==> src/rtl/clk_div_sched_pkg.sv <==
// Shared types and defaults for the three-stage clock-enable divider chain.
package clk_div_sched_pkg;

    typedef enum logic [1:0] {
        ST_IDLE,
        ST_RUN,
        ST_PEND,
        ST_LOAD
    } state_t;

    localparam int unsigned DEF_DIV0_C = 50000;
    localparam int unsigned DEF_DIV1_C = 2;
    localparam int unsigned DEF_DIV2_C = 2;

    // A ratio of zero behaves as one: a tick on every enabling event.
    function automatic logic [31:0] ratio_clamp(input logic [31:0] n);
        return (n == '0) ? 32'd1 : n;
    endfunction

endpackage

==> src/rtl/clk_div_sched_div_stage.sv <==
// One divide stage: counts enables 0..ratio-1, strobes and toggles its level on the wrap.
module div_stage #(
    parameter int unsigned W = 8
) (
    input  logic         i_clk,
    input  logic         i_rst_n,
    input  logic         i_en,
    input  logic         i_clr,
    input  logic [W-1:0] i_ratio,
    output logic         o_evt,
    output logic         o_tick,
    output logic         o_lvl
);

    logic [W-1:0] r_cnt;
    logic         w_wrap;

    // Ratio is always >= 1 here, so ratio-1 cannot underflow.
    assign w_wrap = (r_cnt >= (i_ratio - W'(1)));
    assign o_evt  = i_en & w_wrap;

    always_ff @(posedge i_clk) begin
        if (!i_rst_n) begin
            r_cnt  <= '0;
            o_tick <= 1'b0;
            o_lvl  <= 1'b0;
        end else if (i_clr) begin
            r_cnt  <= '0;
            o_tick <= 1'b0;
        end else begin
            o_tick <= o_evt;
            o_lvl  <= o_lvl ^ o_evt;
            if (i_en) begin
                r_cnt <= w_wrap ? '0 : r_cnt + W'(1);
            end
        end
    end

endmodule

==> src/rtl/clk_div_sched.sv <==
// Clock-division chain controller: FSM, shadow ratios and config handshake around three div_stages.
module clk_div_sched
    import clk_div_sched_pkg::*;
#(
    parameter int unsigned CNT_W    = 16,
    parameter int unsigned SUB_W    = 8,
    parameter int unsigned DEF_DIV0 = DEF_DIV0_C,
    parameter int unsigned DEF_DIV1 = DEF_DIV1_C,
    parameter int unsigned DEF_DIV2 = DEF_DIV2_C
) (
    input  logic             in_clk,
    input  logic             in_rst_n,
    input  logic             run,
    input  logic             cfg_valid,
    output logic             cfg_ready,
    input  logic [CNT_W-1:0] cfg_div0,
    input  logic [SUB_W-1:0] cfg_div1,
    input  logic [SUB_W-1:0] cfg_div2,
    output logic             busy,
    output logic             f0_tick,
    output logic             f1_tick,
    output logic             f2_tick,
    output logic             f0_lvl,
    output logic             f1_lvl,
    output logic             f2_lvl
);

    state_t r_state;
    state_t w_state_nxt;

    logic [CNT_W-1:0] r_sh_div0, r_div0;
    logic [SUB_W-1:0] r_sh_div1, r_div1;
    logic [SUB_W-1:0] r_sh_div2, r_div2;

    logic w_accept;
    logic w_load;
    logic w_en0;
    logic w_f0_evt, w_f1_evt, w_f2_evt;

    always_ff @(posedge in_clk) begin
        if (!in_rst_n) begin
            r_state <= ST_IDLE;
        end else begin
            r_state <= w_state_nxt;
        end
    end

    always_comb begin
        w_state_nxt = r_state;
        cfg_ready   = 1'b0;
        busy        = 1'b0;
        w_load      = 1'b0;
        unique case (r_state)
            ST_IDLE: begin
                cfg_ready = 1'b1;
                if (cfg_valid)  w_state_nxt = ST_LOAD;
                else if (run)   w_state_nxt = ST_RUN;
            end
            ST_RUN: begin
                cfg_ready = 1'b1;
                if (cfg_valid)  w_state_nxt = ST_PEND;
                else if (!run)  w_state_nxt = ST_IDLE;
            end
            ST_PEND: begin
                busy = 1'b1;
                if (!run || w_f2_evt) w_state_nxt = ST_LOAD;
            end
            ST_LOAD: begin
                busy        = 1'b1;
                w_load      = 1'b1;
                w_state_nxt = run ? ST_RUN : ST_IDLE;
            end
            default: w_state_nxt = ST_IDLE;
        endcase
    end

    assign w_accept = cfg_valid & cfg_ready;
    // Counting follows run directly so a pause freezes on the very edge run drops.
    assign w_en0    = run & ~w_load;

    always_ff @(posedge in_clk) begin
        if (!in_rst_n) begin
            r_sh_div0 <= '0;
            r_sh_div1 <= '0;
            r_sh_div2 <= '0;
            r_div0    <= CNT_W'(ratio_clamp(32'(DEF_DIV0)));
            r_div1    <= SUB_W'(ratio_clamp(32'(DEF_DIV1)));
            r_div2    <= SUB_W'(ratio_clamp(32'(DEF_DIV2)));
        end else begin
            if (w_accept) begin
                r_sh_div0 <= cfg_div0;
                r_sh_div1 <= cfg_div1;
                r_sh_div2 <= cfg_div2;
            end
            if (w_load) begin
                r_div0 <= CNT_W'(ratio_clamp(32'(r_sh_div0)));
                r_div1 <= SUB_W'(ratio_clamp(32'(r_sh_div1)));
                r_div2 <= SUB_W'(ratio_clamp(32'(r_sh_div2)));
            end
        end
    end

    div_stage #(.W(CNT_W)) u_stage0 (
        .i_clk   (in_clk),
        .i_rst_n (in_rst_n),
        .i_en    (w_en0),
        .i_clr   (w_load),
        .i_ratio (r_div0),
        .o_evt   (w_f0_evt),
        .o_tick  (f0_tick),
        .o_lvl   (f0_lvl)
    );

    div_stage #(.W(SUB_W)) u_stage1 (
        .i_clk   (in_clk),
        .i_rst_n (in_rst_n),
        .i_en    (w_f0_evt),
        .i_clr   (w_load),
        .i_ratio (r_div1),
        .o_evt   (w_f1_evt),
        .o_tick  (f1_tick),
        .o_lvl   (f1_lvl)
    );

    div_stage #(.W(SUB_W)) u_stage2 (
        .i_clk   (in_clk),
        .i_rst_n (in_rst_n),
        .i_en    (w_f1_evt),
        .i_clr   (w_load),
        .i_ratio (r_div2),
        .o_evt   (w_f2_evt),
        .o_tick  (f2_tick),
        .o_lvl   (f2_lvl)
    );

endmodule

==> config.mk <==
export PLATFORM = sky130hd
export DESIGN_NAME = clk_div_sched
export DESIGN_NICKNAME = d
export VERILOG_FILES = /design/src/rtl/clk_div_sched_pkg.sv /design/src/rtl/clk_div_sched_div_stage.sv /design/src/rtl/clk_div_sched.sv
export SDC_FILE = /design/constraint.sdc
export NUM_CORES = 1
export LEC_CHECK = 0
export CAP_MARGIN = 20
export CORE_UTILIZATION = 35
export CTS_CLUSTER_SIZE = 12
export DETAILED_ROUTE_END_ITERATION = 16
export GPL_TIMING_DRIVEN = 0
export HOLD_SLACK_MARGIN = 0.12
export MAX_ROUTING_LAYER = met4
export SYNTH_ARGS = -nofsm -noshare
export SYNTH_HDL_FRONTEND = slang
export SYNTH_SLANG_ARGS = --single-unit
export TNS_END_PERCENT = 50
==> constraint.sdc <==
create_clock -name in_clk -period 3.49 [get_ports in_clk]
set_input_delay 0.698 -clock in_clk [delete_from_list [all_inputs] [get_ports in_clk]]
set_output_delay 0.698 -clock in_clk [all_outputs]
set_load 0.02 [all_outputs]
# [After elaboration in Yosys (flattened, before gate mapping)]
# Index checks and enable logic that the tools add are counted.
# Widths: inputs -> output; s select.
[classes] n_addsub=6 n_lt_le_gt_ge=3 eq_ne=6 muxes=16 bitwise=10 reduce_logical=10
[ops] operator="$mux 16" count=2
[ops] operator="$mux 8" count=4
[ops] operator="$add 16x1->16 const B" count=1
[ops] operator="$add 8x1->8 const B" count=2
[ops] operator="$ge 16x16->1" count=1
[ops] operator="$ge 8x8->1" count=2
[ops] operator="$logic_not 16->1" count=1
[ops] operator="$logic_not 8->1" count=2
[ops] operator="$sub 16x1->16 const B" count=1
[ops] operator="$sub 8x1->8 const B" count=2
[ops] operator="$mux 2" count=5
[ops] operator="$pmux 2 s4" count=1
[ops] operator="$ne 3x3->1 const B" count=2
[ops] operator="$reduce_or 2->1" count=3
[ops] operator="$and 1x1->1" count=5
[ops] operator="$eq 2x2->1 const B" count=2
[ops] operator="$mux 1" count=4
[ops] operator="$reduce_and 3->1" count=1
[ops] operator="$xor 1x1->1" count=3
[ops] operator="$eq 2x1->1 const B" count=1
[ops] operator="$logic_not 2->1" count=1
[ops] operator="$ne 2x2->1 const B" count=1
[ops] operator="$not 1->1" count=2
[ops] operator="$logic_not 1->1" count=1
[ops] operator="$logic_or 1x1->1" count=1
[word_totals] register_bits=104 inputBits=36 out_inout_bits=8 word_cells=67

# [Depth between registers and ports, before layout]
# Gate-level depths: netlist of the first run.
[logic_depth] depth_word=10 mapped_depth=16 ltp_nobuf=14

# [By module]
# A second synthesis of the first run with hierarchy kept.
[unflattened] hier_cells=630 hier_area_um2=5522.8
[by_module_without_submodules] mod="clk_div_sched" n_inst=1 cells_each=302 area_each_um2=2738.9 seq_area_each_um2=1321.3
[by_module_without_submodules] mod="div_stage (u_stage0)" n_inst=1 cells_each=164 area_each_um2=1402.6 seq_area_each_um2=360.3
[by_module_without_submodules] mod="div_stage (u_stage1 ...)" n_inst=2 cells_each=82 area_each_um2=690.7 seq_area_each_um2=200.2

# [Worst setup path after synthesis of the first run]
# OpenSTA, ideal clock, no wires.
[synth_path] path_type="reg2reg" from="register r_div0[0]" to="register u_stage1.r_cnt[6]" setup_ps=70 arrival_ps=3026 required_ps=3420 setup_slack_ps=393 stages_incl_launch_ff=14 path_buffers=0 period_less_slack_ps=3097 path_cell_list="dfxtp_1 -> inv_1 -> ha_1 -> nand2_1 -> nor4_1 -> nand3b_1 -> xor2_1 -> ha_1 -> nand4_1 -> or3b_1 -> o32ai_2 -> o21ai_2 -> or4_1 -> a21oi_1"
[synth_between] elab_chain_len=3
[synth_lines] item="start, declared" line_no="clk_div_sched.sv:31" source="logic [CNT_W-1:0] r_sh_div0, r_div0;"
[synth_lines] item="start signal, assigned" line_no="clk_div_sched.sv:86" source="r_div0 <= CNT_W'(ratio_clamp(32'(DEF_DIV0)));"
[synth_lines] item="start signal, assigned" line_no="clk_div_sched.sv:96" source="r_div0 <= CNT_W'(ratio_clamp(32'(r_sh_div0)));"
[synth_lines] item="$sub 16x1->16" line_no="clk_div_sched_div_stage.sv:19" source="assign w_wrap = (r_cnt >= (i_ratio - W'(1)));"
[synth_lines] item="$ge 16x16->1" line_no="clk_div_sched_div_stage.sv:19"
[synth_lines] item="$and 1x1->1" line_no="clk_div_sched_div_stage.sv:20" source="assign o_evt = i_en & w_wrap;"
[synth_lines] item="end signal, assigned" line_no="clk_div_sched_div_stage.sv:34" source="r_cnt <= w_wrap ? '0 : r_cnt + W'(1);"
[synth_lines] item="end, declared" line_no="clk_div_sched_div_stage.sv:15" source="logic [W-1:0] r_cnt;"
# Every way passes these cells.
# A chain may end at the register's enable or synchronous reset.

# [Final worst setup path of the first run]
[layout_path] from="register r_div0[3]" to="register u_stage2.r_cnt[1]"
[layout_between] elab_chain_len=4
[layout_lines] item="$sub 16x1->16" line_no="clk_div_sched_div_stage.sv:19"
[layout_lines] item="$ge 16x16->1" line_no="clk_div_sched_div_stage.sv:19"
[layout_lines] item="$and 1x1->1 (2 in a row)" line_no="clk_div_sched_div_stage.sv:20"
[layout_lines] item="end signal, assigned" line_no="clk_div_sched_div_stage.sv:34"
[layout_lines] item="end, declared" line_no="clk_div_sched_div_stage.sv:15"
# Every way passes these cells.

==> run_results.csv, run 1 <==
group,metric,value,unit
run_status,status,"completed",
pwr,p_per_area,418,nW/um2
critical_path,cp-end-kind,"flop",
critical_path,rr_worst_depth,16,
synthesis,syn_avg_cell_area,7.98,um2
floorplan,die_h,123,um
clock_network,clock_sinks,104,
synthesis,yosys-top-cells-area,"dfxtp_1 41%, nand2_1 11%, ha_1 9.3%",
critical_path,crit_type,"flop to flop",
timing,min_period_over_period,97.5,%
floorplan,ios,44,
grt,antenna_found_initial,0,
floorplan,num_rows,43,
timing,fmax,294,MHz
route,via_count,4511,
route,drtAntennaViolNets,0,
clock_network,cts_buffers,9,
route,drc_errors,0,
synthesis,ys_warn_count,0,
final_layout,area_growth,22.5,%
clock_network,clk_pin_slew,0.07,ns
pwr,peakVddDrop,0.250,mV
floorplan,start_util,36.4,%
clock_network,cts_tree,"built",
clock_network,clk_latency,0.35,ns
synthesis,netlist_area,5110,um2
synthesis,synth.most_common_cell,"nand2_1",
final_layout,n_fill_cell,1374,
final_layout,multiInputGateArea,2960,um2
synthesis,synth_top_area_cell,"dfxtp_1",
timing,max_slew_margin,35.9,%
timing,whs,0.465,ns
hold_path,holdPathStages,2,
final_layout,diodes,0,
critical_path,r2r-end,"u_stage2.r_cnt[1]$_SDFFE_PP0P_",
hold_path,hp-class,"flop to flop",
synthesis,synthTopCellsByCount,"149 x nand2_1, 104 x dfxtp_1, 70 x a21oi_1, 50 x nor2_1, 38 x ha_1",
synthesis,yosysSeqAreaShare,40.8,%
final_layout,final_nets,776,
placement,hpwlAfterDp,9.47,mm
final_layout,drive_gt1_share,7.92,%
grt,grt_max_degree,19,
synthesis,synthArstFlopShare,0,%
critical_path,r2r_start,"r_div0[3]$_SDFFE_PN0P_",
clock_network,hold_buffers,0,
route,first_pass_iters,4,
synthesis,ys_types,43,
critical_path,start_kind,"flop",
synthesis,yosysTopAreaCellShare,40.8,%
clock_network,htreeDepth,3,
timing,timing.final.crit_period,3.40,ns
timing,setup_violations,0,
pwr,power.total,0.00262,W
floorplan,core,14000,um2
synthesis,yosys_most_used_dff,"dfxtp_1",
final_layout,top_regs,"r_div0 x16, r_sh_div0 x16, u_stage0.r_cnt x16",
timing,drv_slew,0,
synthesis,synth_edf_count,0,
placement,gp_congestion,0.842,
synthesis,postSynthCellCount,640,
timing,skew,0.00722,ns
timing,hold_viol,0,
route,wl,12.4,mm
grt,grt_pass1_wl,20.3,mm
grt,gr-total-overflow,0,
floorplan,die_width,123,um
critical_path,arrival,3.64,ns
synthesis,ys_ff_latch,104,
route,drtIter0Drc,208,
job,maxCapViolCount,0,
grt,grt_usage,17.6,%
clock_network,cts_root_buf,"clkbuf_16",
critical_path,crit_required,3.73,ns
timing,tightest_slew,0.955,ns
route,wl_per_cell,14.0,um
hold_path,holdPathEnd,"r_sh_div2[0]$_SDFFE_PN0P_",
critical_path,worst-r2r-setup-slack,0.09,ns
timing,rsz0062_at_grt,"true",
placement,io_buffers,42,
grt,grt_pass1_vias,4282,
clock_network,cts.path.max_buffers,2,
hold_path,hold_start,"r_sh_div2[0]$_SDFFE_PN0P_",
critical_path,crit_path_max_fanout,10,
pwr,leakagePower,2.37,nW
synthesis,synth_nets,714,
final_layout,ff_latch_area,2090,um2
route,vias_per_cell,5.09,
floorplan,die_area,15100,um2
how the worst max path moves through the flow:
stage | start | to | slack [ns] | cells after the start
floorplan | r_div0[0]$_SDFFE_PN0P_ | u_stage1.r_cnt[6]$_SDFFE_PP0P_ | 0.39 | 13
finish | r_div0[3]$_SDFFE_PN0P_ | u_stage2.r_cnt[1]$_SDFFE_PP0P_ | 0.09 | 16
global route | r_div0[3]$_SDFFE_PN0P_ | u_stage2.r_cnt[6]$_SDFFE_PP0P_ | -0.09 | 16
detailed placement | r_div0[0]$_SDFFE_PN0P_ | u_stage2.r_cnt[0]$_SDFFE_PP0P_ | -0.20 | 16
CTS | r_div0[0]$_SDFFE_PN0P_ | u_stage2.r_cnt[1]$_SDFFE_PP0P_ | 0.05 | 16
global placement | r_div0[0]$_SDFFE_PN0P_ | u_stage2.r_cnt[1]$_SDFFE_PP0P_ | -0.11 | 16
cells by family (layout without fill, tap and decap cells):
| kind of cell | Yosys count | in the layout | share of synthesized area [%] |
|---|---|---|---|
| compound gates | 124 | 124 | 14.2 |
| fa+ha+maj | 38 | 38 | 9.31 |
| xor+xnor | 42 | 42 | 7.20 |
| buf+inv | 45 | 112 | 3.46 |
| simple gates | 287 | 287 | 25.1 |
| flops | 104 | 104 | 40.8 |
what timing repair did:
item | CTS | global route
resized for setup | 4 | 29
endpoints found under the setup margin | 25 | 34
pin swaps | 0 | 8
setup buffers | 0 | 8
cloned | 0 | 1
where the power goes:
| group | internal (W) | switching (W) |
|---|---|---|
| Sequential | 0.00123 | 0.0000415 |
| Combinational | 0.000123 | 0.000164 |
| Clock | 0.000587 | 0.000476 |
| Total | 0.00193 | 0.000681 |
final cells by class:
type                    count  share of cell area, %
well taps                 180                   3.60
clock buffers              10                   3.82
multi-input cells         491                   47.4
repair buffers             51                   7.76
flip-flops and latches    104                   33.3
inverters                  17                   1.06
clock inverters             6                   1.20
plain buffers              28                   1.86
through the flow:
stage	std cells	setup WS [ns]	setup TNS [ns]	util (%)	area [um2]
6_report	887	0.0880	0	44.6	6260
5_1_grt	887	-0.0854	-0.589	44.6	6260
4_1_cts	878	0.0549	0	43.4	6090
3_5_place_dp	862	-0.204	-2.66	41.0	5750
3_3_place_gp	862	-0.106	-0.686	41.0	5750
2_1_floorplan	640	0.393	0	-	5110
layer usage:
layer,track usage [%],part of all wire (%),vias to the layer above
li1,-,-,2340
met1,22.6,48,2093
met2,28.6,47,69
met3,2.51,3.1,9
met4,5.64,1.1,0
met5,-,0,-
critical path: stages (launching register included):
cell      delay [ns]
dfxtp_2         0.35
nor2_4          0.13
nand3_2         0.11
nor4_4          0.31
buf_4           0.17
nand2_1         0.05
xor2_1          0.15
ha_1            0.29
nand4_1         0.15
or3b_4          0.42
o32ai_4         0.30
o211ai_1        0.21
buf_4           0.19
buf_4           0.14
buf_4           0.17
nand3_1         0.08
o21ai_0         0.09
placed cells by master, fill, tap and decap left out, types with 19 or more instances in the layout:
cell type,n
xnor2_1,20
nand3_1,21
xor2_1,22
clkdlybuf4s50_1,42
nor2_1,49
nand2_1,145
ha_1,37
dfxtp_1,101
clkbuf_1,23
o21ai_0,19
a21oi_1,67
(Power assumes the default switching activity.)
==> inputs of run 2 (changes only) <==
- CAP_MARGIN: 20 -> 5
==> results of run 2 <==
No change in the layout: final DEF, timing and power equal those of run 1.
==> inputs of run 3 (changes only) <==
- ABC_CLOCK_PERIOD_IN_PS: unset -> 3490
==> results of run 3 <==
No change in the layout: final DEF, timing and power equal those of run 1.
